### src/rtl/qspi_flash_responder.sv
// QSPI flash target: decodes EBh quad I/O read (with continuous-read mode) and
// FFh exit, oversamples the host's sck and streams bytes from a memory port.
module qspi_flash_responder #(
    parameter int         DUMMY_CYCLES = 4,
    parameter logic [7:0] CMD_QREAD    = 8'hEB,
    parameter logic [7:0] CMD_EXIT     = 8'hFF
) (
    input  logic        clk,
    input  logic        rst_n,
    input  logic        sck,
    input  logic        ce_n,
    input  logic [3:0]  din,
    output logic [3:0]  dout,
    output logic        douten,
    output logic [23:0] mem_addr,
    output logic        mem_rd,
    input  logic [7:0]  mem_rdata,
    output logic        cont_mode,
    output logic        cmd_err
);
    typedef enum logic [2:0] {IDLE, CMD, ADDR, MODE, DUMMY, DATA, IGNORE} state_t;

    localparam logic [3:0] DUMMY_LAST = 4'(DUMMY_CYCLES - 1);

    logic [5:0] pins;
    logic [5:0] sync_out;
    logic       sck_s;
    logic       ce_n_s;
    logic [3:0] din_s;

    assign pins = {sck, ce_n, din};

    // Synchronizers clear to "ce_n low" so a frame already in progress at
    // reset release is never mistaken for a fresh chip-enable.
    for (genvar gi = 0; gi < 6; gi++) begin : g_sync
        logic s1_reg;
        logic s2_reg;
        always_ff @(posedge clk) begin
            if (!rst_n) begin
                s1_reg <= 1'b0;
                s2_reg <= 1'b0;
            end else begin
                s1_reg <= pins[gi];
                s2_reg <= s1_reg;
            end
        end
        assign sync_out[gi] = s2_reg;
    end

    assign sck_s  = sync_out[5];
    assign ce_n_s = sync_out[4];
    assign din_s  = sync_out[3:0];

    state_t      state_reg, state_next;
    logic        sck_d_reg;
    logic        armed_reg;
    logic [3:0]  cnt_reg, cnt_next;
    logic [23:0] shift_reg, shift_next;
    logic [1:0]  mode_bits_reg, mode_bits_next;
    logic        nib_lo_reg, nib_lo_next;
    logic [7:0]  byte_reg;
    logic        rd_d_reg;
    logic [3:0]  dout_reg, dout_next;
    logic        douten_reg, douten_next;
    logic [23:0] mem_addr_reg, mem_addr_next;
    logic        mem_rd_reg, mem_rd_next;
    logic        cont_mode_reg, cont_mode_next;
    logic        cmd_err_reg, cmd_err_next;

    logic        rise;
    logic        fall;
    logic [7:0]  cmd_byte;

    assign rise     = sck_s & ~sck_d_reg;
    assign fall     = ~sck_s & sck_d_reg;
    assign cmd_byte = {shift_reg[6:0], din_s[0]};

    always_ff @(posedge clk) begin
        if (!rst_n) begin
            state_reg <= IDLE;
        end else begin
            state_reg <= state_next;
        end
    end

    always_comb begin
        state_next = state_reg;
        if (ce_n_s) begin
            state_next = IDLE;
        end else begin
            case (state_reg)
                IDLE:   state_next = !armed_reg ? IGNORE : (cont_mode_reg ? ADDR : CMD);
                CMD:    if (rise && cnt_reg == 4'd7)
                            state_next = (cmd_byte == CMD_QREAD) ? ADDR : IGNORE;
                ADDR:   if (rise && cnt_reg == 4'd5) state_next = MODE;
                MODE:   if (rise && cnt_reg == 4'd1) state_next = DUMMY;
                DUMMY:  if (rise && cnt_reg == DUMMY_LAST) state_next = DATA;
                DATA:   state_next = DATA;
                IGNORE: state_next = IGNORE;
                default: state_next = IDLE;
            endcase
        end
    end

    always_comb begin
        cnt_next       = cnt_reg;
        shift_next     = shift_reg;
        mode_bits_next = mode_bits_reg;
        nib_lo_next    = nib_lo_reg;
        dout_next      = dout_reg;
        douten_next    = douten_reg;
        mem_addr_next  = mem_addr_reg;
        mem_rd_next    = 1'b0;
        cont_mode_next = cont_mode_reg;
        cmd_err_next   = 1'b0;

        if (!ce_n_s) begin
            case (state_reg)
                CMD: if (rise) begin
                    shift_next = {shift_reg[22:0], din_s[0]};
                    if (cnt_reg == 4'd7) begin
                        if (cmd_byte == CMD_EXIT)
                            cont_mode_next = 1'b0;
                        else if (cmd_byte != CMD_QREAD)
                            cmd_err_next = 1'b1;
                    end
                end
                ADDR: if (rise) shift_next = {shift_reg[19:0], din_s};
                MODE: if (rise) begin
                    // Only mode bits [5:4] matter; the high nibble arrives first.
                    mode_bits_next = din_s[1:0];
                    if (cnt_reg == 4'd1) begin
                        cont_mode_next = (mode_bits_reg == 2'b10);
                        mem_addr_next  = shift_reg;
                        mem_rd_next    = 1'b1;
                    end
                end
                DATA: if (fall) begin
                    douten_next = 1'b1;
                    if (!nib_lo_reg) begin
                        dout_next = byte_reg[7:4];
                    end else begin
                        dout_next     = byte_reg[3:0];
                        mem_addr_next = mem_addr_reg + 24'd1;
                        mem_rd_next   = 1'b1;
                    end
                    nib_lo_next = ~nib_lo_reg;
                end
                default: ;
            endcase
        end

        if (state_next != DATA) begin
            douten_next = 1'b0;
            dout_next   = 4'd0;
        end

        if (state_next != state_reg) begin
            cnt_next    = 4'd0;
            nib_lo_next = 1'b0;
        end else if (rise) begin
            cnt_next = cnt_reg + 4'd1;
        end
    end

    always_ff @(posedge clk) begin
        if (!rst_n) begin
            sck_d_reg     <= 1'b0;
            armed_reg     <= 1'b0;
            cnt_reg       <= 4'd0;
            shift_reg     <= 24'd0;
            mode_bits_reg <= 2'd0;
            nib_lo_reg    <= 1'b0;
            byte_reg      <= 8'd0;
            rd_d_reg      <= 1'b0;
            dout_reg      <= 4'd0;
            douten_reg    <= 1'b0;
            mem_addr_reg  <= 24'd0;
            mem_rd_reg    <= 1'b0;
            cont_mode_reg <= 1'b0;
            cmd_err_reg   <= 1'b0;
        end else begin
            sck_d_reg     <= sck_s;
            if (ce_n_s)
                armed_reg <= 1'b1;
            cnt_reg       <= cnt_next;
            shift_reg     <= shift_next;
            mode_bits_reg <= mode_bits_next;
            nib_lo_reg    <= nib_lo_next;
            // Memory answers one clk after the strobe; capture it then.
            rd_d_reg      <= mem_rd_reg;
            if (rd_d_reg)
                byte_reg <= mem_rdata;
            dout_reg      <= dout_next;
            douten_reg    <= douten_next;
            mem_addr_reg  <= mem_addr_next;
            mem_rd_reg    <= mem_rd_next;
            cont_mode_reg <= cont_mode_next;
            cmd_err_reg   <= cmd_err_next;
        end
    end

    assign dout      = dout_reg;
    assign douten    = douten_reg;
    assign mem_addr  = mem_addr_reg;
    assign mem_rd    = mem_rd_reg;
    assign cont_mode = cont_mode_reg;
    assign cmd_err   = cmd_err_reg;

endmodule

### config.mk
export PLATFORM = sky130hd
export DESIGN_NAME = qspi_flash_responder
export DESIGN_NICKNAME = d
export VERILOG_FILES = /design/src/rtl/qspi_flash_responder.sv
export SDC_FILE = /design/constraint.sdc
export NUM_CORES = 1
export LEC_CHECK = 0
export CELL_PAD_IN_SITES_DETAIL_PLACEMENT = 1
export CELL_PAD_IN_SITES_GLOBAL_PLACEMENT = 1
export CORE_MARGIN = 2
export CORE_UTILIZATION = 43
export DETAILED_ROUTE_END_ITERATION = 10
export PLACE_DENSITY = 0.81
export RECOVER_POWER = 25
export SYNTH_ARGS = -nofsm -noshare
export SYNTH_HDL_FRONTEND = slang
export SYNTH_SLANG_ARGS = --single-unit
### constraint.sdc
create_clock -name clk -period 2.8 [get_ports clk]
set_clock_uncertainty 0.1 [all_clocks]
set_input_delay 0.28 -clock clk [delete_from_list [all_inputs] [get_ports clk]]
set_output_delay 0.28 -clock clk [all_outputs]
set_load 0.05 [all_outputs]
Yosys cells after proc, flatten, opt, wreduce, memory -nomap -nowiden
Cells that the tools add are included.
{"block": "word_totals", "regBits": 89, "output_inout_bits": 32, "wordCells": 110, "input_bits": 16}
{"block": "op_classes", "n_mux": 30, "bitwise": 10, "n_reduce_logical": 17, "add_sub_neg": 2, "eq_ne": 24}
{"operator": "$mux 24", "count": 6}
{"operator": "$pmux 24 s2", "count": 2}
{"operator": "$add 24x1->24 const B", "count": 1}
{"operator": "$mux 3", "count": 7}
{"operator": "$pmux 3 s7", "count": 1}
{"operator": "$eq 8x8->1 const B", "count": 2}
{"operator": "$ne 2x2->1 const B", "count": 8}
{"operator": "$mux 1", "count": 10}
{"operator": "$eq 3x3->1 const B", "count": 3}
{"operator": "$eq 4x3->1 const B", "count": 2}
{"operator": "$ne 8x8->1 const B", "count": 1}
{"operator": "$not 1->1", "count": 8}
{"operator": "$reduce_and 7->1", "count": 1}
{"operator": "$eq 3x2->1 const B", "count": 2}
{"operator": "$reduce_and 3->1", "count": 2}
{"operator": "$reduce_and 6->1", "count": 1}
{"operator": "$reduce_bool 2->1", "count": 3}
{"operator": "$reduce_or 2->1", "count": 3}
{"operator": "$reduce_or 6->1", "count": 1}
{"operator": "$add 4x1->4 const B", "count": 1}
{"operator": "$eq 4x1->1 const B", "count": 1}
{"operator": "$eq 4x2->1 const B", "count": 1}
{"operator": "$logic_and 1x1->1", "count": 4}
{"operator": "$mux 4", "count": 1}
{"operator": "other kinds (9)", "count": 11}

Logic depth before layout (Yosys ltp)
{"block": "depth", "ltp_word": 8, "depth_mapped": 9, "mapped_depth_nobuf": 8}

Least setup slack after synthesis
Ideal clock, no wire load.
{"block": "synth_path", "path_kind": "register to register", "start": "register mem_addr_reg[0] (netlist: mem_addr[0])", "end": "register mem_addr_reg[20] (netlist: mem_addr[20])", "t_arrival_ps": 2232, "setup_slack_ps": 393, "required_time_ps": 2626, "period_less_slack_ps": 2407, "stages_incl_launch_ff": 9, "path_buffers": 1, "cell_sequence": "dfxtp_1 ha_1 and3_1 and4_1 clkbuf_2 and2_1 nand3_1 or3_1 a31oi_1"}
{"block": "synth_between", "elab_chain_len": 4}
{"element": "start, declared", "line_no": "65", "source": "logic [23:0] mem_addr_reg, mem_addr_next;"}
{"element": "start signal, assigned", "line_no": "196", "source": "mem_addr_reg <= mem_addr_next;"}
{"element": "$add 24x1->24", "line_no": "144", "source": "mem_addr_next = mem_addr_reg + 24'd1;"}
{"element": "$mux 24", "line_no": "140", "source": "if (!nib_lo_reg) begin"}
{"element": "$mux 24", "line_no": "138", "source": "DATA: if (fall) begin"}
{"element": "$pmux 24 s2", "line_no": "118", "source": "case (state_reg)"}
No other way between the ends. The select of a mux whose other input is x is not followed.
A chain may end at the register's enable or synchronous reset.

Worst setup path in the final report
{"block": "layout_path", "start": "input port rst_n", "end": "register dout_reg[2] (netlist: dout[2])"}
{"block": "layout_between", "elab_chain_len": 2}
{"element": "start, declared", "line_no": "9", "source": "input logic rst_n,"}
{"element": "$not 1->1 (no line)"}
{"element": "$reduce_or 2->1 (no line)"}
{"element": "end signal, assigned", "line_no": "194", "source": "dout_reg <= dout_next;"}
{"element": "end, declared", "line_no": "63", "source": "logic [3:0] dout_reg, dout_next;"}
No other way between the ends.

==> summary.md <==
| Metric | Value |
|---|---|
| First-pass GRT wire length | `20.2 mm` |
| Clk sink count | `89` |
| Max Cap Viol | `0` |
| PwrDens | `523 nW/µm²` |
| Post-cts resize count | `0` |
| HPWL after DPL | `8.42 mm` |
| TritonCTS Buffers | `9` |
| 1st-iter DRT viols | `211` |
| Clock slew at reported path FFs | `0.10 ns` |
| Post-synthesis mux area share | `8.56%` |
| Worst slew margin | `26.1%` |
| Area share of fa/ha/maj cells after synthesis | `0.868%` |
| Crit path kind | `in -> reg` |
| Sequential fraction of the synthesis area | `41.2%` |
| Distinct cells, synth | `58` |
| Worst Path Max Fanout | `25` |
| Internal Power | `1.95 mW` |
| Cell count after synthesis | `499` |
| GRT Residual Overflow | `0` |
| Main combinational cell family by area after synthesis | `simple AND/OR/NAND/NOR gates` |
| Crit-path slowest cell | `clkbuf_1` |
| Status | `finished clean` |
| Row cnt | `36` |
| # port buffers | `47` |
| Post-Synth Simple-Gate Area | `24.1%` |
| Vias in the first global route | `3833` |
| Die width | `104 µm` |
| Clk Latency, worst-skew pair | `0.36 ns` |
| DIE HEIGHT | `104 µm` |
| CP Cell Sequence | `clkdlybuf4s50_1, clkbuf_1, nand3b_1, or4_4, a211oi_2` |
| Crit path launch type | `input port` |
| Drc violations | `0` |
| Die Footprint | `10900 µm²` |
| Share of power burned in registers | `50.8%` |
| Share of synthesized flip-flops with an asynchronous set or reset | `0%` |
| Net count after synthesis | `518` |
| Core area | `9770 µm²` |
| Pwr Total | `2.67 mW` |
| Total GRT Usage | `22.7%` |
| H-tree levels | `3` |
| DR WL/cell | `18.2 µm` |
| Layout cells sized above 1 | `8.29%` |
| Setup_tns | `0 ns` |
| Post-route clock period utilization | `91.2%` |
| Synth-to-Final Area Change | `18.0%` |
| Worst Path Arrival | `2.74 ns` |
| Post-Synth XOR/XNOR Area | `1.21%` |
| R2r setup slk | `0.28 ns` |
| Synth area leaders | `dfxtp_1 41%, mux2i_1 8.6%, nor2_1 7.0%, a211oi_1 5.2%, a21oi_1 3.5%` |
| Comb power frac | `10.1%` |
| Worst-Margin Slew | `1.11 ns` |
| Clk pwr share | `39.1%` |
| Post-synth EDFFs | `0` |
| Post-CTS setup buffers | `0` |
| Switch share | `26.8%` |
| Largest net degree at the start of global routing | `48` |
| GP Congestion | `0.837` |
| Psw | `0.715 mW` |
| Peak supply drop | `0.000246 V` |
| Initial Util | `44.3%` |
| Crit path time final | `2.55 ns` |
| Crit path buffers/inverters | `2` |
| FF+latch count, synth | `89` |
| Clock tree root buffer cell | `clkbuf_8` |
| CP peak stage delay | `0.83 ns` |
| CTS tree | `built` |
| Initial antenna violation count | `0` |
| CTS Hold Bufs | `0` |
| Avg Synthesized Cell Area | `8.67 µm²` |
| Top cell type by total area after synthesis | `dfxtp_1` |
| Static leakage | `1.64 nW` |
| Max Buffers Root-to-Sink | `2` |
| Count leader, synth | `dfxtp_1` |
| Synth Cell Area | `4330 µm²` |
| Max-slew violations | `0` |
| Routed Antenna Nets | `0` |
| Top achievable clock speed | `0.392 GHz` |
| Top delay family on crit path | `buffers and inverters` |
| Final setup viols | `0` |
| Crit path capture type | `flip-flop` |
| Fin. Hold Viols | `0` |
| Hold Path Class | `reg -> reg` |
| Pre-antenna DRT Iters | `4` |
| Post-synth top flop | `dfxtp_1` |
| Nets | `545` |
| Via/cell ratio | `5.81` |
| Total Wirelength | `12.1 mm` |
| Syn. warnings | `0` |
| # diodes | `0` |
| RSZ-0062 raised after global routing | `no` |
| Post-synth top cells | `89 x dfxtp_1, 81 x nor2_1, 37 x mux2i_1` |
| DR vias | `3860` |
| Compound-Gate Fraction of Synth Area | `19.6%` |
| CP required | `2.99 ns` |
| Synth top area share | `41.2%` |
| I/O pin count | `48` |
-- cells in the final DEF (no fill, tap or decap), types with 2 or more instances in the layout --
master / synthesis / layout
a211oi_1: 30 / 30
inv_1: 3 / 3
mux2i_1: 37 / 37
a21oi_1: 30 / 30
or4_4: 2 / 2
and3_1: 7 / 7
a211oi_2: 4 / 4
clkdlybuf4s50_1: 0 / 42
o21ai_0: 21 / 21
a31oi_1: 7 / 7
nand2_1: 21 / 21
and2_0: 0 / 4
dlygate4sd3_1: 0 / 5
nor2b_1: 7 / 6
dfxtp_1: 89 / 89
nand2b_1: 3 / 3
bufinv_16: 0 / 2
nand4_1: 11 / 11
nor4_1: 4 / 4
nor3_1: 9 / 9
nand3b_1: 3 / 3
a32oi_1: 2 / 2
o21a_1: 4 / 4
a22oi_1: 4 / 4
and4_1: 3 / 3
nor3b_1: 3 / 3
nand3_1: 15 / 15
o221a_2: 4 / 4
and2_1: 20 / 16
buf_4: 2 / 6
clkbuf_8: 0 / 10
inv_8: 0 / 2
xor2_1: 2 / 2
xnor2_1: 4 / 4
ha_1: 3 / 3
nor2_1: 81 / 81
a21o_1: 2 / 2
-- routing by layer --
layer | global-route usage (%) | share of wire, %
met5 | 0 | 0
met2 | 37.6 | 48
met1 | 31.4 | 48
met4 | 6.37 | 0.80
met3 | 2.51 | 3.3
-- cell type report --
| cell class | instances | area [µm²] |
|---|---|---|
| Clock buffer | 10 | 138 |
| Clock inverter | 6 | 98.8 |
| Fill cell | 1160 | 4670 |
| Inverter | 4 | 15.0 |
| Multi-Input combinational cell | 367 | 2360 |
| Sequential cell | 89 | 1780 |
| Tap cell | 133 | 166 |
| Timing Repair Buffer | 55 | 539 |
-- per-stage QoR --
stage	area (µm²)	std cells	worst slack, ns	utilization [%]	hold slack (ns)
global placement	4870	648	0.540	49.8	0.316
global route	5100	664	0.0573	52.2	0.364
CTS	5110	664	0.327	52.3	0.350
detailed placement	4870	648	0.385	49.8	0.327
finish	5100	664	0.247	52.2	0.346
floorplan	4330	499	0.393	-	0.307
-- power by group through the flow --
stage / Clock (mW) / Sequential (mW) / Combinational (mW)
5_1_grt: 1.11 / 1.36 / 0.296
3_5_place_dp: 0 / 1.38 / 0.270
3_3_place_gp: 0 / 1.38 / 0.259
2_1_floorplan: 0 / 1.34 / 0.226
4_1_cts: 1.06 / 1.36 / 0.273
6_report: 1.04 / 1.36 / 0.270
-- worst paths after layout --
check,from,endpoint,cells past startpoint
hold reg to reg,g_sync[3].s1_reg,g_sync[3].s2_reg,1
setup / recovery,rst_n,dout[2],5
setup reg to reg,cnt_reg[0],cnt_reg[1],7
hold / removal,g_sync[3].s1_reg,g_sync[3].s2_reg,1
-- kinds of logic after synthesis --
group           after synthesis
flops                        89
simple gates                199
mux                          37
fa+ha+maj                     3
compound gates              122
buf+inv                      43
xor+xnor                      6
-- worst reg2reg max path, stage by stage (launching register included) --
cell and delay, ns:
dfxtp_1 0.42, ha_1 0.24, nor2b_1 0.41, nand2_1 0.11, a21o_1 0.19, a21oi_1 0.35, o21ai_0 0.32, a221oi_2 0.31
Power figures use the tool's default switching activity.
